$ cat src/rtl/fifo_ctrl_mem_pkg.sv
// Shared constants, size helpers and the push/pop operation encoding for fifo_ctrl_mem.
package fifo_ctrl_mem_pkg;

  localparam int unsigned DEF_DATA_WIDTH = 10;
  localparam int unsigned DEF_ADDR_WIDTH = 3;
  localparam int unsigned DEF_AF_TH      = 6;
  localparam int unsigned DEF_AE_TH      = 2;

  // Number of storage slots addressed by an aw-bit pointer.
  function automatic int unsigned depth_of(input int unsigned aw);
    return 32'd1 << aw;
  endfunction

  // Occupancy needs one extra bit so that a completely full FIFO is representable.
  function automatic int unsigned cnt_width(input int unsigned aw);
    return aw + 32'd1;
  endfunction

  // Accepted operations this cycle, encoded as {push_accepted, pop_accepted}.
  typedef enum logic [1:0] {
    OP_IDLE = 2'b00,
    OP_POP  = 2'b01,
    OP_PUSH = 2'b10,
    OP_BOTH = 2'b11
  } fifo_op_e;

endpackage

$ cat src/rtl/fifo_ctrl_mem_if.sv
// Push/pop handshake and status bundle between a producer/consumer and the FIFO.
interface fifo_ctrl_mem_if
  import fifo_ctrl_mem_pkg::*;
#(
  parameter int unsigned DATA_WIDTH = DEF_DATA_WIDTH,
  parameter int unsigned ADDR_WIDTH = DEF_ADDR_WIDTH
) ();

  logic                  push;
  logic [DATA_WIDTH-1:0] data_in;
  logic                  pop;
  logic [DATA_WIDTH-1:0] data_out;
  logic                  valid_out;
  logic [ADDR_WIDTH:0]   count;
  logic                  full;
  logic                  empty;
  logic                  almost_full;
  logic                  almost_empty;
  logic                  overflow;
  logic                  underflow;

  // Producer/consumer side.
  modport master (
    output push, data_in, pop,
    input  data_out, valid_out, count, full, empty,
           almost_full, almost_empty, overflow, underflow
  );

  // FIFO side.
  modport slave (
    input  push, data_in, pop,
    output data_out, valid_out, count, full, empty,
           almost_full, almost_empty, overflow, underflow
  );

endinterface

$ cat src/rtl/fifo_ctrl_mem_mem_dp.sv
// mem_dp: DEPTH x DATA_WIDTH dual-port array, synchronous write, asynchronous read.
module fifo_ctrl_mem_mem_dp
  import fifo_ctrl_mem_pkg::*;
#(
  parameter int unsigned DATA_WIDTH = DEF_DATA_WIDTH,
  parameter int unsigned ADDR_WIDTH = DEF_ADDR_WIDTH
) (
  input  logic                  clk,
  input  logic                  i_write_enable,
  input  logic [ADDR_WIDTH-1:0] i_write_addr,
  input  logic [DATA_WIDTH-1:0] i_write_data,
  input  logic [ADDR_WIDTH-1:0] i_read_addr,
  output logic [DATA_WIDTH-1:0] o_read_data
);

  localparam int unsigned DEPTH = depth_of(ADDR_WIDTH);

  logic [DATA_WIDTH-1:0] r_mem [DEPTH];

  // Write the addressed slot on an accepted push.
  // NOTE: storage has no reset; the pointers and count define which words are
  // meaningful, and a resettable array would prevent RAM inference.
  // NOTE: sequential state is always assigned with <= so every flop samples
  // pre-edge values regardless of statement order.
  always_ff @(posedge clk) begin
    if (i_write_enable) begin
      r_mem[i_write_addr] <= i_write_data;
    end
  end

  assign o_read_data = r_mem[i_read_addr];

endmodule

$ cat src/rtl/fifo_ctrl_mem.sv
// Synchronous FIFO controller: owns read/write pointers, occupancy count, status
// and sticky error flags around the mem_dp storage array.
module fifo_ctrl_mem
  import fifo_ctrl_mem_pkg::*;
#(
  parameter int unsigned DATA_WIDTH = DEF_DATA_WIDTH,
  parameter int unsigned ADDR_WIDTH = DEF_ADDR_WIDTH,
  parameter int unsigned AF_TH      = DEF_AF_TH,
  parameter int unsigned AE_TH      = DEF_AE_TH
) (
  input  logic           clk,
  input  logic           reset,
  fifo_ctrl_mem_if.slave io_fifo
);

  localparam int unsigned DEPTH = depth_of(ADDR_WIDTH);
  localparam int unsigned CNT_W = cnt_width(ADDR_WIDTH);

  localparam logic [CNT_W-1:0]      CNT_ONE  = CNT_W'(1);
  localparam logic [CNT_W-1:0]      CNT_FULL = CNT_W'(DEPTH);
  localparam logic [CNT_W-1:0]      CNT_AF   = CNT_W'(AF_TH);
  localparam logic [CNT_W-1:0]      CNT_AE   = CNT_W'(AE_TH);
  localparam logic [ADDR_WIDTH-1:0] PTR_ONE  = ADDR_WIDTH'(1);

  logic [ADDR_WIDTH-1:0] r_wr_ptr;
  logic [ADDR_WIDTH-1:0] r_rd_ptr;
  logic [CNT_W-1:0]      r_count;
  logic [DATA_WIDTH-1:0] r_data_out;
  logic                  r_valid_out;
  logic                  r_overflow;
  logic                  r_underflow;

  logic                  w_full;
  logic                  w_empty;
  logic                  w_pop_acc;
  logic                  w_push_acc;
  fifo_op_e              w_op;
  logic [DATA_WIDTH-1:0] w_rd_data;

  // Status flags decode the registered count only, so they are glitch-free
  // relative to the same-cycle push/pop requests.
  assign w_full  = (r_count == CNT_FULL);
  assign w_empty = (r_count == '0);

  // A pop frees a slot, so a full FIFO can still take a push in the same cycle.
  // An empty FIFO never forwards the incoming word straight to the output.
  assign w_pop_acc  = io_fifo.pop && !w_empty;
  assign w_push_acc = io_fifo.push && (!w_full || w_pop_acc);
  assign w_op       = fifo_op_e'({w_push_acc, w_pop_acc});

  fifo_ctrl_mem_mem_dp #(
    .DATA_WIDTH (DATA_WIDTH),
    .ADDR_WIDTH (ADDR_WIDTH)
  ) u_mem_dp (
    .clk            (clk),
    .i_write_enable (w_push_acc),
    .i_write_addr   (r_wr_ptr),
    .i_write_data   (io_fifo.data_in),
    .i_read_addr    (r_rd_ptr),
    .o_read_data    (w_rd_data)
  );

  // Pointer, occupancy, output register and sticky error flag update.
  always_ff @(posedge clk) begin
    if (reset) begin
      r_wr_ptr    <= '0;
      r_rd_ptr    <= '0;
      r_count     <= '0;
      r_data_out  <= '0;
      r_valid_out <= 1'b0;
      r_overflow  <= 1'b0;
      r_underflow <= 1'b0;
    end else begin
      if (w_push_acc) begin
        r_wr_ptr <= r_wr_ptr + PTR_ONE;
      end
      if (w_pop_acc) begin
        r_rd_ptr   <= r_rd_ptr + PTR_ONE;
        r_data_out <= w_rd_data;
      end
      r_valid_out <= w_pop_acc;

      case (w_op)
        OP_PUSH: r_count <= r_count + CNT_ONE;
        OP_POP:  r_count <= r_count - CNT_ONE;
        default: r_count <= r_count;
      endcase

      if (io_fifo.push && !w_push_acc) begin
        r_overflow <= 1'b1;
      end
      if (io_fifo.pop && !w_pop_acc) begin
        r_underflow <= 1'b1;
      end
    end
  end

  assign io_fifo.data_out     = r_data_out;
  assign io_fifo.valid_out    = r_valid_out;
  assign io_fifo.count        = r_count;
  assign io_fifo.full         = w_full;
  assign io_fifo.empty        = w_empty;
  assign io_fifo.almost_full  = (r_count >= CNT_AF);
  assign io_fifo.almost_empty = (r_count <= CNT_AE);
  assign io_fifo.overflow     = r_overflow;
  assign io_fifo.underflow    = r_underflow;

endmodule

$ cat src/flat_wrapper.sv
// flat-port wrapper written by rule: the top's interface ports become plain ports
module fifo_ctrl_mem_flat import fifo_ctrl_mem_pkg::*;
#(
  parameter int unsigned DATA_WIDTH = DEF_DATA_WIDTH,
  parameter int unsigned ADDR_WIDTH = DEF_ADDR_WIDTH,
  parameter int unsigned AF_TH      = DEF_AF_TH,
  parameter int unsigned AE_TH      = DEF_AE_TH
)
  (clk, reset, io_fifo_push, io_fifo_data_in, io_fifo_pop, io_fifo_data_out, io_fifo_valid_out, io_fifo_count, io_fifo_full, io_fifo_empty, io_fifo_almost_full, io_fifo_almost_empty, io_fifo_overflow, io_fifo_underflow);
  fifo_ctrl_mem_if #(.DATA_WIDTH(DATA_WIDTH), .ADDR_WIDTH(ADDR_WIDTH)) io_fifo_i ();
  input  logic clk;
  input  logic reset;
  input wire logic [$bits(io_fifo_i.push)-1:0] io_fifo_push;
  input wire logic [$bits(io_fifo_i.data_in)-1:0] io_fifo_data_in;
  input wire logic [$bits(io_fifo_i.pop)-1:0] io_fifo_pop;
  output wire logic [$bits(io_fifo_i.data_out)-1:0] io_fifo_data_out;
  output wire logic [$bits(io_fifo_i.valid_out)-1:0] io_fifo_valid_out;
  output wire logic [$bits(io_fifo_i.count)-1:0] io_fifo_count;
  output wire logic [$bits(io_fifo_i.full)-1:0] io_fifo_full;
  output wire logic [$bits(io_fifo_i.empty)-1:0] io_fifo_empty;
  output wire logic [$bits(io_fifo_i.almost_full)-1:0] io_fifo_almost_full;
  output wire logic [$bits(io_fifo_i.almost_empty)-1:0] io_fifo_almost_empty;
  output wire logic [$bits(io_fifo_i.overflow)-1:0] io_fifo_overflow;
  output wire logic [$bits(io_fifo_i.underflow)-1:0] io_fifo_underflow;
  assign io_fifo_i.push = io_fifo_push;
  assign io_fifo_i.data_in = io_fifo_data_in;
  assign io_fifo_i.pop = io_fifo_pop;
  assign io_fifo_data_out = io_fifo_i.data_out;
  assign io_fifo_valid_out = io_fifo_i.valid_out;
  assign io_fifo_count = io_fifo_i.count;
  assign io_fifo_full = io_fifo_i.full;
  assign io_fifo_empty = io_fifo_i.empty;
  assign io_fifo_almost_full = io_fifo_i.almost_full;
  assign io_fifo_almost_empty = io_fifo_i.almost_empty;
  assign io_fifo_overflow = io_fifo_i.overflow;
  assign io_fifo_underflow = io_fifo_i.underflow;
  fifo_ctrl_mem #(.DATA_WIDTH(DATA_WIDTH), .ADDR_WIDTH(ADDR_WIDTH), .AF_TH(AF_TH), .AE_TH(AE_TH)) u_core (.clk(clk), .reset(reset), .io_fifo(io_fifo_i));
endmodule
$ cat config.mk
export PLATFORM = sky130hd
export DESIGN_NAME = fifo_ctrl_mem_flat
export DESIGN_NICKNAME = d
export VERILOG_FILES = /design/src/rtl/fifo_ctrl_mem_pkg.sv /design/src/rtl/fifo_ctrl_mem_if.sv /design/src/rtl/fifo_ctrl_mem_mem_dp.sv /design/src/rtl/fifo_ctrl_mem.sv /design/src/flat_wrapper.sv
export SDC_FILE = /design/constraint.sdc
export NUM_CORES = 1
export LEC_CHECK = 0
export CORE_ASPECT_RATIO = 1.25
export CORE_UTILIZATION = 45
export DETAILED_ROUTE_END_ITERATION = 8
export GPL_TIMING_DRIVEN = 0
export PLACE_DENSITY = 0.68
export SETUP_SLACK_MARGIN = 0.02
export SLEW_MARGIN = 0
export SYNTH_ARGS = -nofsm -noshare
export SYNTH_HDL_FRONTEND = slang
export SYNTH_SLANG_ARGS = --single-unit
$ cat constraint.sdc
create_clock -name clk -period 2.35 [get_ports clk]
set_input_delay 0.3525 -clock clk [delete_from_list [all_inputs] [get_ports clk]]
set_output_delay 0.3525 -clock clk [all_outputs]
set_load 0.1 [all_outputs]
==> results of run 1 <==
-- how the worst max path moves through the flow --
stage               slack, ps  cells past startpoint                      from                          end
floorplan                 -10                      2   u_core.io_fifo.count[2]         io_fifo_almost_empty
global placement         -410                      4              io_fifo_push  u_core.u_mem_dp.r_mem[0][6]
global route              -20                      9   u_core.io_fifo.count[2]      u_core.io_fifo.count[3]
CTS                        20                      9   u_core.io_fifo.count[3]      u_core.io_fifo.count[3]
finish                    130                      1  u_core.io_fifo.underflow            io_fifo_underflow
detailed placement       -320                      4   u_core.io_fifo.count[1]                 io_fifo_full
-- power by group through the flow --
stage / sequential [W] / combinational, W / clock, W
global placement: 0.00230 / 0.00283 / 0
floorplan: 0.00311 / 0.00146 / 0
finish: 0.00227 / 0.00283 / 0.00106
detailed placement: 0.00232 / 0.00286 / 0
CTS: 0.00227 / 0.00285 / 0.00108
global route: 0.00230 / 0.00300 / 0.00115
-- timing repair --
item / CTS / global route
buffers inserted: 0 / 1
setup endpoints to repair: 5 / 3
endpoints found under the hold margin: 0 / 0
pin swaps: 0 / 2
resized for setup: 13 / 5
-- through the flow --
| stage | utilization | setup WS, ps | hold slack, ps | TNS, ps | power (W) |
|---|---|---|---|---|---|
| finish | 0.555 | 126 | 431 | 0 | 0.00616 |
| global placement | 0.532 | -411 | 451 | -14050 | 0.00513 |
| detailed placement | 0.533 | -321 | 461 | -11460 | 0.00517 |
| global route | 0.555 | -23.2 | 431 | -23.2 | 0.00644 |
| CTS | 0.555 | 22.9 | 431 | 0 | 0.00621 |
| floorplan | - | -11.3 | 425 | -11.3 | 0.00456 |
-- routing by layer --
metal  track usage  share of wire
met1         0.238           0.44
met2         0.296           0.51
met3        0.0383          0.036
met4        0.0657          0.011
met5             0              0
-- registers in the layout, summed over array words and instances (netlist names) --
name / cells
u_core.u_mem_dp.r_mem: 80
u_core.io_fifo.data_out: 10
u_core.io_fifo.count: 4
u_core.r_rd_ptr: 3
u_core.r_wr_ptr: 3
u_core.io_fifo.overflow: 1
u_core.io_fifo.underflow: 1
u_core.io_fifo.valid_out: 1
-- cell families (layout without fill, tap and decap cells) --
kind of cell             count (synthesis)  in the layout
multiplexers                            32             32
AO/OA/AOI/OAI                           28             28
AND/OR/NAND/NOR                         49             49
buffers and inverters                   18             68
adder cells (fa/ha/maj)                  5              5
XOR/XNOR                                 7              7
flip-flops                             103            103
-- worst register-to-register path, cell delays in order (launching register included) --
cell and delay [ps]:
dfxtp_2 340, buf_4 160, o41a_1 440, nand2b_1 120, inv_1 70, ha_1 330
nand3_1 160, nor4bb_2 290, o21bai_1 110, a31oi_1 120
-- cells in the final DEF (no fill, tap or decap), types with 3 or more instances in the layout --
cell type	n
mux4_2	20
buf_2	4
buf_4	5
mux2i_1	12
ha_1	4
clkbuf_8	11
xnor2_1	4
a21oi_1	3
nand2b_1	4
edfxtp_1	80
clkbuf_1	6
dfxtp_1	19
xor2_1	3
a211oi_1	11
clkdlybuf4s50_1	29
inv_1	3
nor2_1	25
dfxtp_4	3
nand2_1	5
nor3_2	5
-- area by class of cell --
type / instances / area [um2]
multi-input cells: 121 / 1230
inverters: 3 / 11.3
clock buffers: 11 / 153
flip-flops and latches: 103 / 2880
repair buffers: 34 / 322
well taps: 120 / 150
clock inverters: 5 / 37.5
plain buffers: 15 / 130
fillers: 715 / 3930
==> impl_results.md, run 1 <==
* Outcome: finished, final reports clean
* Initial antenna violation count at 0
* Worst reg2reg setup slack at 140 ps
* Post-synthesis cell area at 4170 um2
* Cell area after layout at 4910 um2
* Period utilization at 0.946
* Lkg Pwr at 1.58 nW
* Ys async rst share at 0
* Antenna diodes at 0
* Hold path depth at 3
* Initial Util at 0.472
* I/O pins at 35
* Dpl cells at 395
* Number of global-route vias before repair at 2159
* Post-route insts no fill at 412
* Routed Wire Length at 7670 um
* CTS tree: built
* CP Class: flip-flop to primary output
* Clk pin slew, worst setup/hold paths at 100 ps
* Largest net degree at the start of global routing at 18
* Worst path top cell family by delay: buffers and inverters
* Reg2Reg Depth at 9
* Total track usage at 0.181
* Gate power share at 0.459
* HP Class: input port to flip-flop
* Required @ worst endpoint at 2000 ps
* P_sw at 0.00264 W
* CP max stage delay at 1140 ps
* Critical Path Fanout Max at 2
* Post-DP HPWL at 4950 um
* P_int at 0.00352 W
* Cell Rows at 38
* Final Net Count at 306
* Synth cell types at 40
* Worst r2r src: u_core.io_fifo.count[2]
* Die area at 9670 um2
* Area leader, netlist: edfxtp_1
* CP max-delay cell: clkdlybuf4s50_1
* Slew @ Worst Pin at 1120 ps
* Mapped Avg Cell Area at 17.2 um2
* Pwr/cell area at 1250 nW/um2
* Switching Fraction at 0.429
* Multiplexer area fraction after synthesis at 0.137
* Placed inst area at 4710 um2
* Global-route wire length before repair at 12100 um
* Final setup fails at 0
* Headroom to the max-slew limit at 0.250
* Drt drc at 0
* Adder-Cell Fraction of Synth Area at 0.0168
* Buf/Inv on CP at 1
* EDFF count, synth at 80
* CP Capture Type: primary output
* Largest family of logic cells by synthesized area: multiplexers
* Reg power frac at 0.368
* Congestion Overflow GR at 0
* Hold Crit Start: io_fifo_pop
* Commonest cells post-synth: edfxtp_1, nor2_1, dfxtp_1
* Routed via count at 2179
* Startpoint types: flip-flop
* Routed length per instance at 18.6 um
* Share of layout cells above drive strength 1 at 0.229
* H-tree depth at 3
* Area Overhead vs Synth at 17.7%
* 1st-iter DRT viols at 92
* Fmax at 0.450 GHz
* Clk pwr share at 0.172
* Sequential share of the synthesized area at 0.686
* Synth area leaders: edfxtp_1, dfxtp_1, mux4_2
* End of the worst register-to-register path: u_core.io_fifo.count[3]
* Max-cap violation count at 0
* Ys Warns at 0
* Register bit total from synthesis at 103
* Die Ht at 110 um
* Max Clock Skew at 8.63 ps
* Most frequent cell after synthesis: edfxtp_1
* Clock Sinks at 103
* Post-Syn Instances at 242
* Hold violation count in the final report at 0
* Ys flop type: edfxtp_1
* Syn nets at 261
* RSZ-0062 raised after global routing: yes
* Hold EP: u_core.io_fifo.underflow
* Critical Path, Cell by Cell: clkdlybuf4s50_1
* Fin. max-slew vios at 0
* Clk Latency, worst-skew pair at 360 ps
* Clock Path Buffers at 2
* Cts bufs inserted at 9
* Buffers on Ports at 33
* Vias per std cell at 5.29
* Area share of the largest cell type after synthesis at 0.576
* Post-synthesis simple-gate area fraction at 0.0558
* Final min period at 2220 ps
* Xor/xnor cell area share of the yosys netlist at 0.0147
* Max VDD drop at 519 uV
* Core area at 8840 um2
* Crit path arrival time at 1870 ps
* Drt first pass iters at 4
* Post-DRT Antenna Nets at 0
* Hold-fix buffers, CTS at 0
* Die Wd at 88.1 um
* Post-synthesis compound-gate area fraction at 0.0564
* Clock root buffer: clkbuf_8
* Final Wtd Congestion at 0.739
Note: power is estimated with default switching activity, not from simulation.
==> inputs of run 2 (changes only) <==
- CORE_UTILIZATION: 45 -> 52
- PLACE_DENSITY: 0.68 -> 0.77
==> run 2 against run 1 <==
  * Via count grew 1.9%
  * Clock power about the same
  * Global-route usage is 1.7 points higher
  * Clock skew down 2.5 ps
  * Sequential power about the same
  * Sequential share of layout area increased by 0.28 points
  * Register-to-register slack better by 40 ps
  * Die area is 13% lower
  * Fmax is 0.40% lower
  * Cell count down 5.8%
  * Critical path depth did not move
  * Combinational power barely moved
==> impl_results.md, run 2 (synthesis gave the netlist of run 1 again) <==
* Outcome: finished, final reports clean
* Buffers on Ports at 33
* H-tree depth at 3
* Reg with most FFs: u_core.u_mem_dp.r_mem
* Congestion Overflow GR at 0
* Antenna diodes at 0
* Max VDD drop at 1290 uV
* Number of flip-flops in the largest register at 80
* Post-DRT Antenna Nets at 0
* Share of layout cells above drive strength 1 at 0.232
* Critical Path, Cell by Cell: clkdlybuf4s50_1
* Fin. max-slew vios at 0
* Clk Latency, worst-skew pair at 370 ps
* Vias per std cell at 5.72
* Total Power at 0.00614 W
* Commonest non-fill, non-tap cells in the layout: edfxtp_1, clkdlybuf4s50_1, nor2_1, mux4_2, dfxtp_1
* CP max-delay cell: clkdlybuf4s50_1
* Routed via count at 2220
* Number of global-route vias before repair at 2132
* Routed Wire Length at 7300 um
* Critical Path Fanout Max at 3
* Final Wtd Congestion at 0.762
* Post-route insts no fill at 388
* Dpl cells at 371
* Clock Sinks at 103
* RSZ-0062 raised after global routing: no
* Fmax at 0.448 GHz
* Hold-fix buffers, CTS at 0
* CP Capture Type: primary output
* Drt drc at 0
* Startpoint types: flip-flop
* Most common cell after layout, fill and taps aside: edfxtp_1
* Hold violation count in the final report at 0
* CP Depth at 1
* Max-cap violation count at 0
* HP Class: input port to flip-flop
* Period utilization at 0.950
* Die Ht at 102 um
* Slew @ Worst Pin at 1070 ps
* Setup TNS Final at 0 ps
* Clk pin slew, worst setup/hold paths at 100 ps
* Reg2Reg Depth at 4
* Largest net degree at the start of global routing at 20
* Initial antenna violation count at 0
* CP Class: flip-flop to primary output
* Final setup fails at 0
* CP max stage delay at 1140 ps
* Buf/Inv on CP at 1
* Crit path arrival time at 1880 ps
* Headroom to the max-slew limit at 0.282
* Die Wd at 82.1 um
* Placed inst area at 4690 um2
* Final min period at 2230 ps
* Final Net Count at 307
* Filler Cell Count at 573
* Cts bufs inserted at 9
* Die area at 8390 um2
* Total track usage at 0.197
* Cell Rows at 36
* Hold path depth at 3
* Core area at 7790 um2
* Cell area after layout at 4890 um2
* Area Overhead vs Synth at 17.1%
* Global-route wire length before repair at 11300 um
* Worst path top cell family by delay: buffers and inverters
* Lkg Pwr at 1.59 nW
* Pwr/cell area at 1260 nW/um2
* Max Clock Skew at 6.12 ps
* Fin util at 0.627
* Post-DP HPWL at 4840 um
* I/O pins at 35
* Drt first pass iters at 4
* Initial Util at 0.536
* CTS tree: built
* Routed length per instance at 18.8 um
* 1st-iter DRT viols at 161
* Required @ worst endpoint at 2000 ps
* Clock root buffer: clkbuf_8
* Clock Path Buffers at 2
[run 2: area by class of cell]
class | instances | area, um2 | share of cell area
flip-flops and latches | 103 | 2880 | 0.588
multi-input cells | 121 | 1230 | 0.252
repair buffers | 35 | 335 | 0.0686
plain buffers | 15 | 130 | 0.0266
clock buffers | 9 | 124 | 0.0253
well taps | 95 | 119 | 0.0243
clock inverters | 7 | 61.3 | 0.0125
inverters | 3 | 11.3 | 0.00230
[run 2: final timing paths]
| check | startpoint | to | slack, ps |
|---|---|---|---|
| worst max-delay path | u_core.io_fifo.count[2] | io_fifo_count[2] | 120 |
| worst min register to register | u_core.io_fifo.underflow | u_core.io_fifo.underflow | 490 |
| worst min-delay path | io_fifo_pop | u_core.io_fifo.underflow | 390 |
| worst max register to register | u_core.io_fifo.count[2] | u_core.u_mem_dp.r_mem[7][1] | 180 |
[run 2: repair_timing]
action,CTS,global route
endpoints found under the setup margin,5,2
pin swaps,1,2
resized for setup,16,3
buffers inserted,0,1
[run 2: metrics by stage]
stage	hold WS (ps)	setup slack [ps]
floorplan	425	-11.3
CTS	376	22.9
finish	389	117
detailed placement	465	-282
global placement	453	-305
global route	416	19.5
[run 2: routing by layer]
layer / track usage / up-vias / wire [um]
met5: 0 / - / 0
met4: 0.109 / 0 / 196
li1: - / 1031 / -
met2: 0.316 / 61 / 3760
met3: 0.0304 / 15 / 301
met1: 0.257 / 1113 / 3050
[run 2: where the power goes]
part           internal (W)  leakage [nW]  switching (W)
Clock              0.000410        0.0961       0.000633
Sequential          0.00216         0.918       0.000102
Combinational      0.000910         0.575        0.00192
==> inputs of run 3 (changes only) <==
- CORE_ASPECT_RATIO: 1.25 -> 1.2
- RECOVER_POWER: default -> 50
==> run 3 against run 2 <==
  * Register-to-register slack lost 90 ps
  * Clock power is essentially flat
  * First-iteration DRC count shrank 24%
  * Via count grew 2.3%
  * Sequential share of layout area shrank 0.17 points
  * Design area grew 0.28%
  * Utilization grew 0.87 points
  * Critical path type unchanged
==> impl_results.md, run 3 (synthesis gave the netlist of run 1 again) <==
* Initial Util at 0.542
* CP max-delay cell: clkdlybuf4s15_1
* Placed inst area at 4680 um2
* Clock Path Buffers at 2
* Final Net Count at 309
* Hold violation count in the final report at 0
* Initial antenna violation count at 0
* CP max stage delay at 840 ps
* Critical Path Fanout Max at 9
* Congestion Overflow GR at 0
* Fin. max-slew vios at 0
* Setup TNS Final at 0 ps
* Pwr/cell area at 1260 nW/um2
* Final setup fails at 0
* Cts bufs inserted at 9
* Clk pin slew, worst setup/hold paths at 100 ps
* Final Wtd Congestion at 0.794
* H-tree depth at 3
* M3 GR Usage at 0.0329
* Commonest non-fill, non-tap cells in the layout: edfxtp_1, nor2_1, mux4_2, clkdlybuf4s50_1, dfxtp_1
* Buf/Inv on CP at 2
* Hold path depth at 3
* Met2 Track Usage GR at 0.328
* Startpoint types: flip-flop
* Max-cap violation count at 0
* Crit path arrival time at 1920 ps
* Total track usage at 0.196
* Critical Path, Cell by Cell: clkbuf_8, a211oi_2, clkdlybuf4s15_1
* RSZ-0062 raised after global routing: yes
* Fmax at 0.440 GHz
* Area Overhead vs Synth at 17.4%
* Hold EP: u_core.io_fifo.underflow
* Routed via count at 2271
* Required @ worst endpoint at 2000 ps
* Hold Crit Start: io_fifo_pop
* Max Clock Skew at 11.5 ps
* Cell Rows at 35
* Grt peak-use layer: met2
* Core area at 7710 um2
* Worst r2r src: u_core.io_fifo.count[2]
* Slew @ Worst Pin at 1160 ps
* End of the worst register-to-register path: u_core.io_fifo.count[3]
* Buffers on Ports at 33
* Worst path top cell family by delay: buffers and inverters
* Worst reg2reg setup slack at 90 ps
* CTS tree: built
* CP Depth at 3
* Headroom to the max-slew limit at 0.222
* Lkg Pwr at 1.59 nW
* Filler Cell Count at 546
* CP Class: flip-flop to primary output
* Reg2Reg Depth at 9
* GR Layer Usage met1 at 0.246
* HP Class: input port to flip-flop
* Global-route wire length before repair at 11900 um
* Antenna diodes at 0
* Reg with most FFs: u_core.u_mem_dp.r_mem
* Clock Sinks at 103
* Period utilization at 0.968
* Routed Wire Length at 7630 um
* Final min period at 2270 ps
* Drt drc at 0
* Clock root buffer: clkbuf_8
* Number of global-route vias before repair at 2244
* Most common cell after layout, fill and taps aside: edfxtp_1
* Die Ht at 100 um
* Vias per std cell at 5.87
* Post-DP HPWL at 4970 um
* Drt first pass iters at 4
* Share of layout cells above drive strength 1 at 0.234
* CP Capture Type: primary output
* 1st-iter DRT viols at 122
* Die area at 8390 um2
* Die Wd at 83.8 um
* Cell area after layout at 4900 um2
* Routed length per instance at 19.7 um
* Outcome: finished, final reports clean
* Largest net degree at the start of global routing at 19
* Hold-fix buffers, CTS at 0
* Post-DRT Antenna Nets at 0
* I/O pins at 35
* Number of flip-flops in the largest register at 80
* Max VDD drop at 1170 uV
* Clk Latency, worst-skew pair at 370 ps
-- run 3: changes by cell type in the layout (fill, tap and decap cells not counted), sizes merged --
cell / previous run / this run
clkbuf: 17 / 19
clkdlybuf4s15: 0 / 1
clkdlybuf4s50: 29 / 19
clkinv: 2 / 1
clkinvlp: 0 / 3
dlygate4sd3: 0 / 10
inv: 8 / 5
-- run 3: area by class of cell --
cell class / count / area (um2) / share of cell area
buffer: 15 / 129 / 0.0263
clock buffer: 10 / 138 / 0.0281
clock inverter: 6 / 51.3 / 0.0105
inverter: 3 / 11.3 / 0.00230
multi-input combinational: 121 / 1230 / 0.251
sequential: 103 / 2880 / 0.587
tap: 92 / 115 / 0.0235
timing repair buffer: 37 / 352 / 0.0717
-- run 3: layer usage --
metal	vias to the layer above	wire, um
li1	1041	-
met1	1158	3360
met2	57	3840
met3	15	235
met4	0	205
met5	-	0
-- run 3: worst max path at each step --
stage | start | to | slack [ps]
after floorplan | u_core.io_fifo.count[2] | io_fifo_almost_empty | -10
after global placement | io_fifo_push | u_core.u_mem_dp.r_mem[0][2] | -380
after detailed placement | u_core.io_fifo.count[1] | io_fifo_full | -300
after CTS | u_core.io_fifo.count[3] | u_core.io_fifo.count[3] | 20
after global routing | u_core.io_fifo.count[2] | u_core.io_fifo.count[3] | 20
final | u_core.io_fifo.count[1] | io_fifo_almost_empty | 80
-- run 3: through the flow --
stage          total power [W]  hold slack [ps]  setup WS [ps]  utilization  cells
4_1_cts                0.00620              394           21.3        0.634    385
2_1_floorplan          0.00456              425          -11.3            -    242
3_3_place_gp           0.00512              450           -380        0.606    367
3_5_place_dp           0.00517              479           -303        0.607    367
6_report               0.00616              399           75.6        0.636    387
5_1_grt                0.00639              400           15.1        0.636    387
-- run 3: worst min-delay path: stages --
cell and delay, ps:
bufbuf_16 240, a21oi_1 60, nor2_1 80
-- run 3: power breakdown --
group | internal, W | total (W) | switching, W
combinational | 0.000910 | 0.00285 | 0.00194
sequential | 0.00216 | 0.00227 | 0.000105
clock | 0.000427 | 0.00104 | 0.000616
-- run 3: repair_timing --
| action | in CTS | in global routing |
|---|---|---|
| cloned | 0 | 0 |
| gates resized for setup | 15 | 5 |
| endpoints found under the setup margin | 5 | 4 |
| pin swaps | 1 | 1 |
| setup buffers | 2 | 2 |
